<file path="config.mk">
export PLATFORM = sky130hd
export DESIGN_NAME = rr_channel_arbiter_flat
export DESIGN_NICKNAME = d
export VERILOG_FILES = /design/src/rtl/arb_pkg.sv /design/src/rtl/rr_channel_arbiter_if.sv /design/src/rtl/rr_priority_encoder.sv /design/src/rtl/rr_channel_arbiter.sv /design/src/flat_wrapper.sv
export SDC_FILE = /design/constraint.sdc
export NUM_CORES = 1
export LEC_CHECK = 0
export CORE_MARGIN = 2
export CORE_UTILIZATION = 45
export CTS_BUF_LIST = sky130_fd_sc_hd__clkbuf_2 sky130_fd_sc_hd__clkbuf_4 sky130_fd_sc_hd__clkbuf_8
export DETAILED_ROUTE_END_ITERATION = 8
export PLACE_DENSITY_LB_ADDON = 0.15
export SYNTH_ARGS = -nofsm -noshare
export SYNTH_HDL_FRONTEND = slang
export SYNTH_HIERARCHICAL = 1
export SYNTH_SLANG_ARGS = --single-unit
export TNS_END_PERCENT = 20
</file>
<file path="constraint.sdc">
create_clock -name clk -period 4.2 [get_ports clk]
set_input_delay 0.84 -clock clk [delete_from_list [all_inputs] [get_ports clk]]
set_output_delay 0.84 -clock clk [all_outputs]
set_load 0.01 [all_outputs]
</file>
<file path="src/rtl/arb_pkg.sv">
// Shared types and helpers for the round-robin channel arbiter.
package arb_pkg;

    typedef enum logic {
        IDLE  = 1'b0,
        GRANT = 1'b1
    } arb_state_t;

    localparam int unsigned HOLD_CNT_W = 16;

    // Mux select width: ceil(log2(m)), never below one bit.
    function automatic int unsigned sel_width(input int unsigned m);
        return (m <= 2) ? 1 : $clog2(m);
    endfunction

endpackage

</file>
<file path="src/rtl/rr_channel_arbiter_if.sv">
// Request/grant/select bundle between requesters and the channel arbiter.
interface rr_channel_arbiter_if
    import arb_pkg::*;
#(
    parameter int unsigned M = 4
);
    localparam int unsigned SEL_W = sel_width(M);

    logic [M-1:0]     req;
    logic             done;
    logic [M-1:0]     gnt;
    logic [SEL_W-1:0] select;
    logic             busy;
    logic             timeout;

    modport master (output req, output done,
                    input gnt, input select, input busy, input timeout);
    modport slave  (input req, input done,
                    output gnt, output select, output busy, output timeout);
endinterface

</file>
<file path="src/rtl/rr_priority_encoder.sv">
// Combinational rotate-scan: first set request starting at ptr_i and wrapping.
module rr_priority_encoder
    import arb_pkg::*;
#(
    parameter int unsigned M = 4,
    localparam int unsigned SEL_W = sel_width(M)
) (
    input  logic [M-1:0]     req_i,
    input  logic [SEL_W-1:0] ptr_i,
    output logic [SEL_W-1:0] win_c_o,
    output logic             valid_c_o
);
    logic [SEL_W-1:0] idx;

    // Scan from farthest to nearest so the closest hit to ptr_i is written last.
    always_comb begin
        win_c_o   = '0;
        valid_c_o = 1'b0;
        idx       = '0;
        for (int k = int'(M) - 1; k >= 0; k--) begin
            idx = SEL_W'((32'(ptr_i) + 32'(k)) % 32'(M));
            if (req_i[idx]) begin
                win_c_o   = idx;
                valid_c_o = 1'b1;
            end
        end
    end

endmodule

</file>
<file path="src/rtl/rr_channel_arbiter.sv">
// Round-robin owner of an M-channel mux select with registered grant/select.
// Optional forced release after HOLD_MAX cycles when ARB_TIMEOUT_EN is defined.
module rr_channel_arbiter
    import arb_pkg::*;
#(
    parameter int unsigned M        = 4,
    parameter int unsigned HOLD_MAX = 16
) (
    input  logic                 clk,
    input  logic                 rst,
    rr_channel_arbiter_if.slave  bus
);
    localparam int unsigned SEL_W = sel_width(M);

    if (M < 2 || M > 128) begin : g_bad_m
        $error("rr_channel_arbiter: M out of range");
    end
    if (HOLD_MAX < 1 || HOLD_MAX > 65535) begin : g_bad_hold
        $error("rr_channel_arbiter: HOLD_MAX out of range");
    end

    arb_state_t       state_q, state_d;
    logic [M-1:0]     gnt_q, gnt_d;
    logic [SEL_W-1:0] sel_q, sel_d;
    logic [SEL_W-1:0] ptr_q, ptr_d;
    logic             busy_q, busy_d;

    logic [M-1:0]     scan_req_c;
    logic [SEL_W-1:0] scan_ptr_c;
    logic [SEL_W-1:0] ptr_next_c;
    logic [SEL_W-1:0] win_c;
    logic             win_vld_c;
    logic             release_c;
    logic             force_c;

`ifdef ARB_TIMEOUT_EN
    logic [HOLD_CNT_W-1:0] cnt_q, cnt_d;
    logic                  timeout_q, timeout_d;

    assign force_c     = (state_q == GRANT) && (cnt_q == HOLD_CNT_W'(HOLD_MAX - 1));
    assign bus.timeout = timeout_q;
`else
    assign force_c     = 1'b0;
    assign bus.timeout = 1'b0;
`endif

    assign ptr_next_c = (sel_q == SEL_W'(M - 1)) ? '0 : sel_q + SEL_W'(1);
    assign release_c  = bus.done || !bus.req[sel_q] || force_c;

    // During a grant the scan starts past the owner and never re-picks it.
    assign scan_req_c = (state_q == GRANT) ? (bus.req & ~gnt_q) : bus.req;
    assign scan_ptr_c = (state_q == GRANT) ? ptr_next_c : ptr_q;

    rr_priority_encoder #(.M(M)) u_enc (
        .req_i     (scan_req_c),
        .ptr_i     (scan_ptr_c),
        .win_c_o   (win_c),
        .valid_c_o (win_vld_c)
    );

    always_ff @(posedge clk or posedge rst) begin
        if (rst) begin
            state_q   <= IDLE;
            gnt_q     <= '0;
            sel_q     <= '0;
            ptr_q     <= '0;
            busy_q    <= 1'b0;
`ifdef ARB_TIMEOUT_EN
            cnt_q     <= '0;
            timeout_q <= 1'b0;
`endif
        end else begin
            state_q   <= state_d;
            gnt_q     <= gnt_d;
            sel_q     <= sel_d;
            ptr_q     <= ptr_d;
            busy_q    <= busy_d;
`ifdef ARB_TIMEOUT_EN
            cnt_q     <= cnt_d;
            timeout_q <= timeout_d;
`endif
        end
    end

    always_comb begin
        state_d   = state_q;
        gnt_d     = gnt_q;
        sel_d     = sel_q;
        ptr_d     = ptr_q;
        busy_d    = busy_q;
`ifdef ARB_TIMEOUT_EN
        cnt_d     = cnt_q;
        timeout_d = 1'b0;
`endif
        unique case (state_q)
            IDLE: begin
                if (win_vld_c) begin
                    state_d = GRANT;
                    gnt_d   = M'(1) << win_c;
                    sel_d   = win_c;
                    busy_d  = 1'b1;
`ifdef ARB_TIMEOUT_EN
                    cnt_d   = '0;
`endif
                end else begin
                    gnt_d   = '0;
                    busy_d  = 1'b0;
                end
            end
            GRANT: begin
                if (release_c) begin
                    ptr_d = ptr_next_c;
`ifdef ARB_TIMEOUT_EN
                    timeout_d = force_c && !bus.done;
                    cnt_d     = '0;
`endif
                    if (win_vld_c) begin
                        gnt_d = M'(1) << win_c;
                        sel_d = win_c;
                    end else begin
                        state_d = IDLE;
                        gnt_d   = '0;
                        busy_d  = 1'b0;
                    end
                end else begin
`ifdef ARB_TIMEOUT_EN
                    cnt_d = cnt_q + HOLD_CNT_W'(1);
`endif
                end
            end
            default: begin
                state_d = IDLE;
                gnt_d   = '0;
                busy_d  = 1'b0;
            end
        endcase
    end

    assign bus.gnt    = gnt_q;
    assign bus.select = sel_q;
    assign bus.busy   = busy_q;

endmodule

</file>
<file path="src/flat_wrapper.sv">
// flat-port wrapper written by rule: the top's interface ports become plain ports
module rr_channel_arbiter_flat import arb_pkg::*;
#(
    parameter int unsigned M        = 4,
    parameter int unsigned HOLD_MAX = 16
)
  (clk, rst, bus_req, bus_done, bus_gnt, bus_select, bus_busy, bus_timeout);
  rr_channel_arbiter_if #(.M(M)) bus_i ();
  input  logic clk;
  input  logic rst;
  input wire logic [$bits(bus_i.req)-1:0] bus_req;
  input wire logic [$bits(bus_i.done)-1:0] bus_done;
  output wire logic [$bits(bus_i.gnt)-1:0] bus_gnt;
  output wire logic [$bits(bus_i.select)-1:0] bus_select;
  output wire logic [$bits(bus_i.busy)-1:0] bus_busy;
  output wire logic [$bits(bus_i.timeout)-1:0] bus_timeout;
  assign bus_i.req = bus_req;
  assign bus_i.done = bus_done;
  assign bus_gnt = bus_i.gnt;
  assign bus_select = bus_i.select;
  assign bus_busy = bus_i.busy;
  assign bus_timeout = bus_i.timeout;
  rr_channel_arbiter #(.M(M), .HOLD_MAX(HOLD_MAX)) u_core (.clk(clk), .rst(rst), .bus(bus_i));
endmodule
</file>
; After elaboration in Yosys (flattened, before gate mapping)
; Cells that the tools add are included.
[totals]
register_bits = 10
in_bits = 7
[op_classes]
n_bitwise = 3
n_lt_le_gt_ge = 5
n_addsub = 4
muxes = 33
shifts = 1
reduce_logical = 4
eq_ne = 3
[ops]
columns = operator, n
row1 = 2-bit 2-to-1 mux, 8
row2 = "2-bit by 3-bit < comparator with 1-bit output, second input constant", 5
row3 = 1-bit 2-to-1 mux, 13
row4 = 4-bit 2-to-1 mux, 3
row5 = 1-bit binary-select mux with 2-bit select, 5
row6 = 4-bit one-hot mux with 2 select lines, 1
row7 = "2-bit by 1-bit adder with 2-bit output, second input constant", 2
row8 = "2-bit adder, second input constant", 2
row9 = 4-bit AND, 1
row10 = "2-bit inequality test, second input constant", 2
row11 = 4-bit inverter, 1
row12 = 1-bit one-hot mux with 2 select lines, 2
row13 = 2-bit one-hot mux with 2 select lines, 1
row14 = 2-bit AND reduction, 2
row15 = "1-bit by 2-bit left shift with 4-bit output, first input constant", 1
row16 = "2-bit equality test, second input constant", 1
row17 = 1-bit zero test, 1
row18 = 1-bit logical OR, 1
row19 = 1-bit inverter, 1

; Depth between registers and ports, before layout
; Gate-level depths: netlist (run 1).
[logic_depth]
ltp_word = 14
ltp_mapped = 9
ltp_nobuf = 9

; Cells and area by module
; Netlist (run 1), hierarchy kept.
[by_module_without_submodules]
columns = module, n_inst, area_each_um2, cells_each
row1 = rr_channel_arbiter, 1, 531.8, 45
row2 = rr_priority_encoder, 1, 77.6, 13

; Worst setup path before layout (run 1)
; OpenSTA, ideal clock, no wires.
[synth_timing]
kind = input to register
from = input port bus_req[3]
to = register u_core.gnt_q[0] (netlist: u_core/bus.gnt[0])
setup_time_ps = 128
stages = 5
required_time_ps = 4072
n_path_buf = 0
t_arrival_ps = 1942
setup_slack_ps = 2130
cell_sequence = a21boi_0 -> mux2i_1 -> a211oi_2 -> nor3_1 -> mux2_1
[synth_via]
elab_chain_len = 12
[synth_rtl]
columns = item, line
row1 = start: declaration, flat_wrapper.sv:11  ; input wire logic [$bits(bus_i.req)-1:0] bus_req;
row2 = 4-bit AND, rr_channel_arbiter.sv:51  ; assign scan_req_c = (state_q == GRANT) ? (bus.req & ~gnt_q) : bus.req;
row3 = 4-bit 2-to-1 mux (*), rr_channel_arbiter.sv:51
row4 = 1-bit binary-select mux with 2-bit select, rr_priority_encoder.sv:22  ; if (req_i[idx]) begin
row5 = 1-bit 2-to-1 mux (implied by the code), rr_priority_encoder.sv:22
row6 = 2-bit 2-to-1 mux (3 in a row), rr_priority_encoder.sv:22
row7 = 2-bit 2-to-1 mux (*), rr_priority_encoder.sv:22
row8 = net u_core.win_c[0], rr_channel_arbiter.sv:31  ; logic [SEL_W-1:0] win_c;
row9 = 1-bit by 2-bit left shift with 4-bit output (*), "rr_channel_arbiter.sv:99, rr_channel_arbiter.sv:118"
row10 = 4-bit 2-to-1 mux (*), "rr_channel_arbiter.sv:97, rr_channel_arbiter.sv:117"
row11 = 4-bit 2-to-1 mux, rr_channel_arbiter.sv:111  ; if (release_c) begin
row12 = 4-bit one-hot mux with 2 select lines (*), rr_channel_arbiter.sv:95  ; unique case (state_q)
row13 = end signal: assignment, rr_channel_arbiter.sv:74  ; gnt_q <= gnt_d;
row14 = end: declaration, rr_channel_arbiter.sv:23  ; logic [M-1:0] gnt_q, gnt_d;
; Mark *: on every way through the listed nets, which the timed path passes. The rest lies on a longest branch. The select of a mux whose other input is x is not followed.
; A chain may end at the register's enable or synchronous reset.

; Worst setup path after layout (run 1)
[layout_timing]
from = input port bus_req[3]
to = register u_core.gnt_q[0] (netlist: u_core/bus.gnt[0])
[layout_via]
elab_chain_len = 12
[layout_rtl]
columns = item, line
row1 = 4-bit AND, rr_channel_arbiter.sv:51
row2 = 4-bit 2-to-1 mux (*), rr_channel_arbiter.sv:51
row3 = net u_core.scan_req_c[3], rr_channel_arbiter.sv:28  ; logic [M-1:0] scan_req_c;
row4 = 1-bit binary-select mux with 2-bit select, rr_priority_encoder.sv:22
row5 = 1-bit 2-to-1 mux (implied by the code), rr_priority_encoder.sv:22
row6 = 2-bit 2-to-1 mux (3 in a row), rr_priority_encoder.sv:22
row7 = 2-bit 2-to-1 mux (*), rr_priority_encoder.sv:22
row8 = net u_core.win_c[0], rr_channel_arbiter.sv:31
row9 = 1-bit by 2-bit left shift with 4-bit output (*), "rr_channel_arbiter.sv:99, rr_channel_arbiter.sv:118"
row10 = 4-bit 2-to-1 mux (*), "rr_channel_arbiter.sv:97, rr_channel_arbiter.sv:117"
row11 = 4-bit 2-to-1 mux, rr_channel_arbiter.sv:111
row12 = 4-bit one-hot mux with 2 select lines (*), rr_channel_arbiter.sv:95
; Marks and branches as above.

==> impl_metrics.py, run 1 <==
metrics = {
    "floorplan": {
        "die-area_um2": 1660,
        "die_y_um": 40.8,
        "ios": 15,
        "die_w_um": 40.8,
        "start_util_pct": 47.4,
        "rows": 13,
        "core_region_area_um2": 1280,
    },
    "grt": {
        "grt_pass1_wl_um": 1790,
        "grt_pass1_vias": 397,
        "antenna_found_initial": 0,
        "gr-total-overflow": 0,
        "grt_max_degree": 11,
        "gr-usage-all-layers_pct": 17.7,
    },
    "critical_path": {
        "worstPathMaxFanout": 5,
        "worst-endpoint-arrival_ns": 2.59,
        "cp_slowest_cell": "clkdlybuf4s50_1",
        "crit_buf_inv": 1,
        "cp-end-kind": "register",
        "timing.critical_path.cells": "clkdlybuf4s50_1 -> a21boi_0 -> mux2i_1 -> a211oi_2 -> nor3_1 -> mux2_1",
        "required_ns": 4.35,
        "crit_family": "compound AO/OA/AOI/OAI gates",
        "max_stage_delay_ns": 0.47,
        "critPathLaunchType": "input pin",
        "critical_path_class": "in -> reg",
    },
    "timing": {
        "rsz0062_at_grt": "no",
        "finalHoldViolCount": 0,
        "holdWs_ns": 0.486,
        "fin_ws_ns": 1.76,
        "clock_skew_ns": 0.00369,
        "setup_violations": 0,
        "maxSlewViolCount": 0,
        "post-route-min-period_ns": 2.44,
        "setup_tns_ns": 0,
        "period_share_pct": 58.1,
        "fmax_ghz": 0.410,
    },
    "finish": {
        "diodes": 0,
        "finalNetCount": 82,
        "nFillCells": 106,
        "layout.cells.non_filler": 88,
        "layout-drive-gt1-share_pct": 12.3,
        "register_area_um2": 250,
        "syn_to_final_growth_pct": 28.3,
        "multiInputGateArea_um2": 335,
    },
    "routing": {
        "wirelength_um": 1220,
        "drt_pass1_iterations": 3,
        "final_antenna_net_count": 0,
        "vias": 466,
        "drc": 0,
        "wl_per_cell_um": 13.8,
        "drt_iter0_drc": 3,
        "post_drt_via_cell_ratio": 5.30,
    },
    "outcome": {
        "status": "finished clean",
    },
    "clock_network": {
        "cts_hold_buf": 0,
        "clock_path_buffers": 2,
        "clkLatencyLatePin_ns": 0.27,
        "cts_root_buf": "clkbuf_4",
        "cts_tree": "done",
        "htree_levels": 1,
        "cts_buffers": 3,
        "clk_pin_slew_worst_paths_ns": 0.07,
        "cts_num_sinks": 10,
        "cts_resized": 0,
        "post-cts-setup-buffer-count": 0,
    },
    "pwr": {
        "p_per_area_nw_per_um2": 742,
        "totalPowerFinal_mw": 0.580,
        "leakagePower_nw": 0.349,
        "ir_worst_vdd_v": 0.000412,
    },
    "synth": {
        "ys_async_sr_fraction_pct": 100,
        "syn_nets": 66,
        "ys_ff_latch": 10,
        "syn_area_um2": 609,
        "yosysSeqAreaShare_pct": 41.1,
        "ys_warn_count": 6,
        "synth-edff-count": 0,
        "avgSynthCellArea_um2": 10.5,
        "synth_ff_type": "dfrtp_1",
        "ys_types": 24,
        "synthCells": 58,
    },
    "hold_path": {
        "worstHoldPathType": "reg -> reg",
    },
    "flow_run": {
        "maxCapViolations": 0,
    },
    "place": {
        "gp_congestion": 0.738,
        "io_buffers": 13,
        "dp_hpwl_um": 936,
        "dp_cells": 84,
        "dp_slack_ns": 1.49,
    },
}
## stage by stage
step | area, um2 | util [%]
floorplan | 609 | -
global placement | 746 | 58.0
detailed placement | 746 | 58.0
CTS | 782 | 60.9
global route | 782 | 60.9
finish | 782 | 60.9
## report_power, final
group	switching [mW]	total, mW	leakage [nW]	internal [mW]
logic	0.153	0.320	0.208	0.167
clock network	0.0350	0.0876	0.0210	0.0526
registers	0.0335	0.173	0.121	0.139
## layout by cell type, fill, tap and decap left out, drive strengths merged, types with 2 or more instances in the layout
cell and instances:
clkdlybuf4s50 13, dfrtp 10, mux2 9, nor2 6, a21boi 5, nand2 5
clkbuf 4, inv 3, a21oi 3, nor2b 2, nor3b 2, nand2b 2
a211oi 2
## logic make-up (layout without fill, tap and decap cells)
logic type      count (synthesis)  in the layout  share of synthesized area (%)
simple gates                   19             19                           15.6
compound gates                 11             11                           14.8
mux                            11             11                           22.0
flops                          10             10                           41.1
buf+inv                         5             20                           3.90
fa+ha+maj                       1              1                           2.05
other cells                     1              1                          0.615
## cell type report
type	instances	share of cell area, %
Multi-Input combinational cell	43	42.9
Sequential cell	10	32.0
Timing Repair Buffer	13	16.6
Clock buffer	4	4.64
Tap cell	15	2.40
Inverter	3	1.44
## metal layers
layer | wire length (um) | global-route usage (%) | vias up
met5 | 0 | 0 | -
met4 | 8 | 5.00 | 0
met3 | 55 | 6.52 | 2
met2 | 566 | 26.6 | 10
met1 | 588 | 23.5 | 223
li1 | - | - | 231
## flip-flops by register name, summed over array words and instances (netlist names)
name and flops:
u_core/state_q 1, u_core/ptr_q 2, u_core/bus.busy 1, u_core/bus.select 2, u_core/bus.gnt 4
## worst paths after layout
path | from | endpoint | slack (ns) | depth (start not counted)
max | bus_req[3] | u_core/bus.gnt[0]$_DFFE_PP0P_ | 1.76 | 6
min | u_core/ptr_q[1]$_DFFE_PP0P_ | u_core/ptr_q[1]$_DFFE_PP0P_ | 0.49 | 1
max reg2reg | u_core/bus.select[0]$_DFFE_PP0P_ | u_core/bus.gnt[1]$_DFFE_PP0P_ | 2.03 | 7
min reg2reg | u_core/ptr_q[1]$_DFFE_PP0P_ | u_core/ptr_q[1]$_DFFE_PP0P_ | 0.49 | 1
max in group asynchronous | rst | u_core/bus.select[0]$_DFFE_PP0P_ | 3.08 | 2
min in group asynchronous | rst | u_core/bus.gnt[3]$_DFFE_PP0P_ | 0.85 | 2
## worst register-to-register path: stages (launching register included)
cell and delay, ns:
dfrtp_1 0.42, ha_1 0.32, mux2_1 0.38, nor3b_1 0.21
a211oi_1 0.08, nor2_1 0.25, nor3b_1 0.09, mux2_1 0.30
## Yosys cell counts, types with 2 or more instances
cell | n | area, um2
a21boi_0 | 4 | 30.0
a21oi_1 | 2 | 10.0
dfrtp_1 | 10 | 250
inv_1 | 3 | 11.3
mux2_1 | 9 | 101
nand2_1 | 4 | 15.0
nand2b_1 | 2 | 12.5
nor2_1 | 6 | 22.5
nor2b_1 | 2 | 12.5
nor3b_1 | 2 | 15.0
(Power assumes the default switching activity.)
==> run 2, diff against run 1 <==
==> constraint.sdc (replaced) <==
create_clock -name clk -period 2.55 [get_ports clk]
set_input_delay 0.51 -clock clk [delete_from_list [all_inputs] [get_ports clk]]
set_output_delay 0.51 -clock clk [all_outputs]
set_load 0.01 [all_outputs]
==> impl_metrics.py, run 2 (synthesis gave the netlist of run 1 again) <==
metrics = {
    "critical_path": {
        "max_stage_delay_ns": 0.42,
        "worstPathMaxFanout": 5,
        "r2r_slack_ns": 0.38,
        "reg2reg_to": "u_core/bus.gnt[0]$_DFFE_PP0P_",
        "cp-end-kind": "register",
        "required_ns": 2.70,
        "r2r_start": "u_core/bus.select[0]$_DFFE_PP0P_",
        "timing.critical_path.cells": "ha_1 -> mux2_1 -> mux2i_1 -> a211oi_2 -> nor3_1 -> mux2_1",
        "crit_buf_inv": 0,
        "worst-endpoint-arrival_ns": 2.32,
        "critPathLaunchType": "register",
        "crit_top_cell": "mux2_1",
        "cp_slowest_cell": "dfrtp_1",
        "reg2reg_depth": 6,
        "critical_path_class": "reg -> reg",
        "crit_family": "multiplexers",
    },
    "timing": {
        "fmax_ghz": 0.461,
        "finalHoldViolCount": 0,
        "fin_ws_ns": 0.381,
        "rsz0062_at_grt": "no",
        "setup_violations": 0,
        "maxSlewViolCount": 0,
        "post-route-min-period_ns": 2.17,
        "clock_skew_ns": 0.00904,
        "setup_tns_ns": 0,
        "period_share_pct": 85.1,
    },
    "floorplan": {
        "rows": 13,
        "die-area_um2": 1660,
        "ios": 15,
        "core_region_area_um2": 1280,
        "start_util_pct": 47.4,
        "die_w_um": 40.8,
        "die_y_um": 40.8,
    },
    "routing": {
        "final_antenna_net_count": 0,
        "vias": 480,
        "post_drt_via_cell_ratio": 5.45,
        "wirelength_um": 1220,
        "drt_iter0_drc": 4,
        "drt_pass1_iterations": 4,
        "drc": 0,
        "wl_per_cell_um": 13.9,
    },
    "clock_network": {
        "clk_pin_slew_worst_paths_ns": 0.07,
        "cts_num_sinks": 10,
        "clkLatencyLatePin_ns": 0.27,
        "cts_root_buf": "clkbuf_4",
        "cts_hold_buf": 0,
        "clock_path_buffers": 2,
        "cts_resized": 0,
        "cts_buffers": 3,
        "post-cts-setup-buffer-count": 0,
        "cts_tree": "done",
        "htree_levels": 1,
    },
    "pwr": {
        "leakagePower_nw": 0.349,
        "totalPowerFinal_mw": 0.955,
        "p_int_mw": 0.590,
        "p_sw_share_pct": 38.2,
        "clockPowerShare_pct": 14.8,
        "p_per_area_nw_per_um2": 1220,
        "ir_worst_vdd_v": 0.000718,
        "p_seq_share_pct": 29.9,
        "p_comb_share_pct": 55.3,
        "netSwitchingPower_mw": 0.365,
    },
    "grt": {
        "grt_max_degree": 11,
        "grt_pass1_vias": 410,
        "grt_pass1_wl_um": 1820,
        "gr-total-overflow": 0,
        "antenna_found_initial": 0,
        "gr-usage-all-layers_pct": 17.9,
    },
    "finish": {
        "final_common_cell": "clkdlybuf4s50_1",
        "syn_to_final_growth_pct": 28.3,
        "largest_reg_flops": 4,
        "finalNetCount": 82,
        "final_core_util_pct": 60.9,
        "final_area_um2": 782,
        "diodes": 0,
        "layout-drive-gt1-share_pct": 12.3,
        "final_cell_mix": "13 x clkdlybuf4s50_1, 10 x dfrtp_1, 9 x mux2_1, 6 x nor2_1",
    },
    "hold_path": {
        "worstHoldPathType": "reg -> reg",
        "min_to": "u_core/ptr_q[1]$_DFFE_PP0P_",
        "worstHoldStart": "u_core/ptr_q[1]$_DFFE_PP0P_",
        "holdPathStages": 1,
    },
    "place": {
        "place_area_um2": 746,
        "gp_congestion": 0.738,
        "dp_slack_ns": 0.180,
        "io_buffers": 13,
    },
    "flow_run": {
        "maxCapViolations": 0,
    },
    "outcome": {
        "status": "finished clean",
    },
}
run 2: final cells by class:
type / count / area (um2)
fill: 110 / 503
multi-input combinational: 43 / 335
sequential: 10 / 250
timing repair buffer: 13 / 130
clock buffer: 4 / 36.3
tap: 15 / 18.8
inverter: 3 / 11.3
run 2: power by group through the flow:
stage	registers (mW)	clock network, mW	logic, mW
floorplan	0.293	0	0.348
global placement	0.289	0	0.521
detailed placement	0.290	0	0.525
CTS	0.289	0.144	0.532
global route	0.296	0.151	0.586
finish	0.286	0.141	0.528
run 2: worst reg2reg max path: cells and delay by family, from the launching register on:
family,cells,cell delay [ns]
and+or+nand+nor,1,0.11
DFF,1,0.42
muxes,3,0.85
adders and majority gates,1,0.32
AOI/OAI and AO/OA,1,0.38
run 2: routing by layer:
metal  share of wire (%)  global-route usage, %
met2                  47                   28.5
met1                  48                   22.4
met3                 4.2                   6.52
met4                0.98                   5.00
met5                   0                      0
run 2: per-stage QoR:
stage	cells	hold WS [ns]
6_report	88	0.480
5_1_grt	88	0.509
4_1_cts	88	0.486
3_5_place_dp	84	0.471
3_3_place_gp	84	0.464
2_1_floorplan	58	0.350
run 2: worst max-delay path by stage:
stage / startpoint / end / slack [ns] / cells past startpoint
after global placement: bus_req[3] / u_core/bus.gnt[0]$_DFFE_PP0P_ / 0.23 / 6
after detailed placement: bus_req[3] / u_core/bus.gnt[2]$_DFFE_PP0P_ / 0.18 / 6
final: u_core/bus.select[0]$_DFFE_PP0P_ / u_core/bus.gnt[0]$_DFFE_PP0P_ / 0.38 / 6
after global routing: u_core/bus.select[0]$_DFFE_PP0P_ / u_core/bus.gnt[0]$_DFFE_PP0P_ / 0.22 / 7
after CTS: u_core/bus.select[0]$_DFFE_PP0P_ / u_core/bus.gnt[2]$_DFFE_PP0P_ / 0.37 / 6
after floorplan: u_core/bus.select[0]$_DFFE_PP0P_ / u_core/bus.gnt[0]$_DFFE_PP0P_ / 0.50 / 6
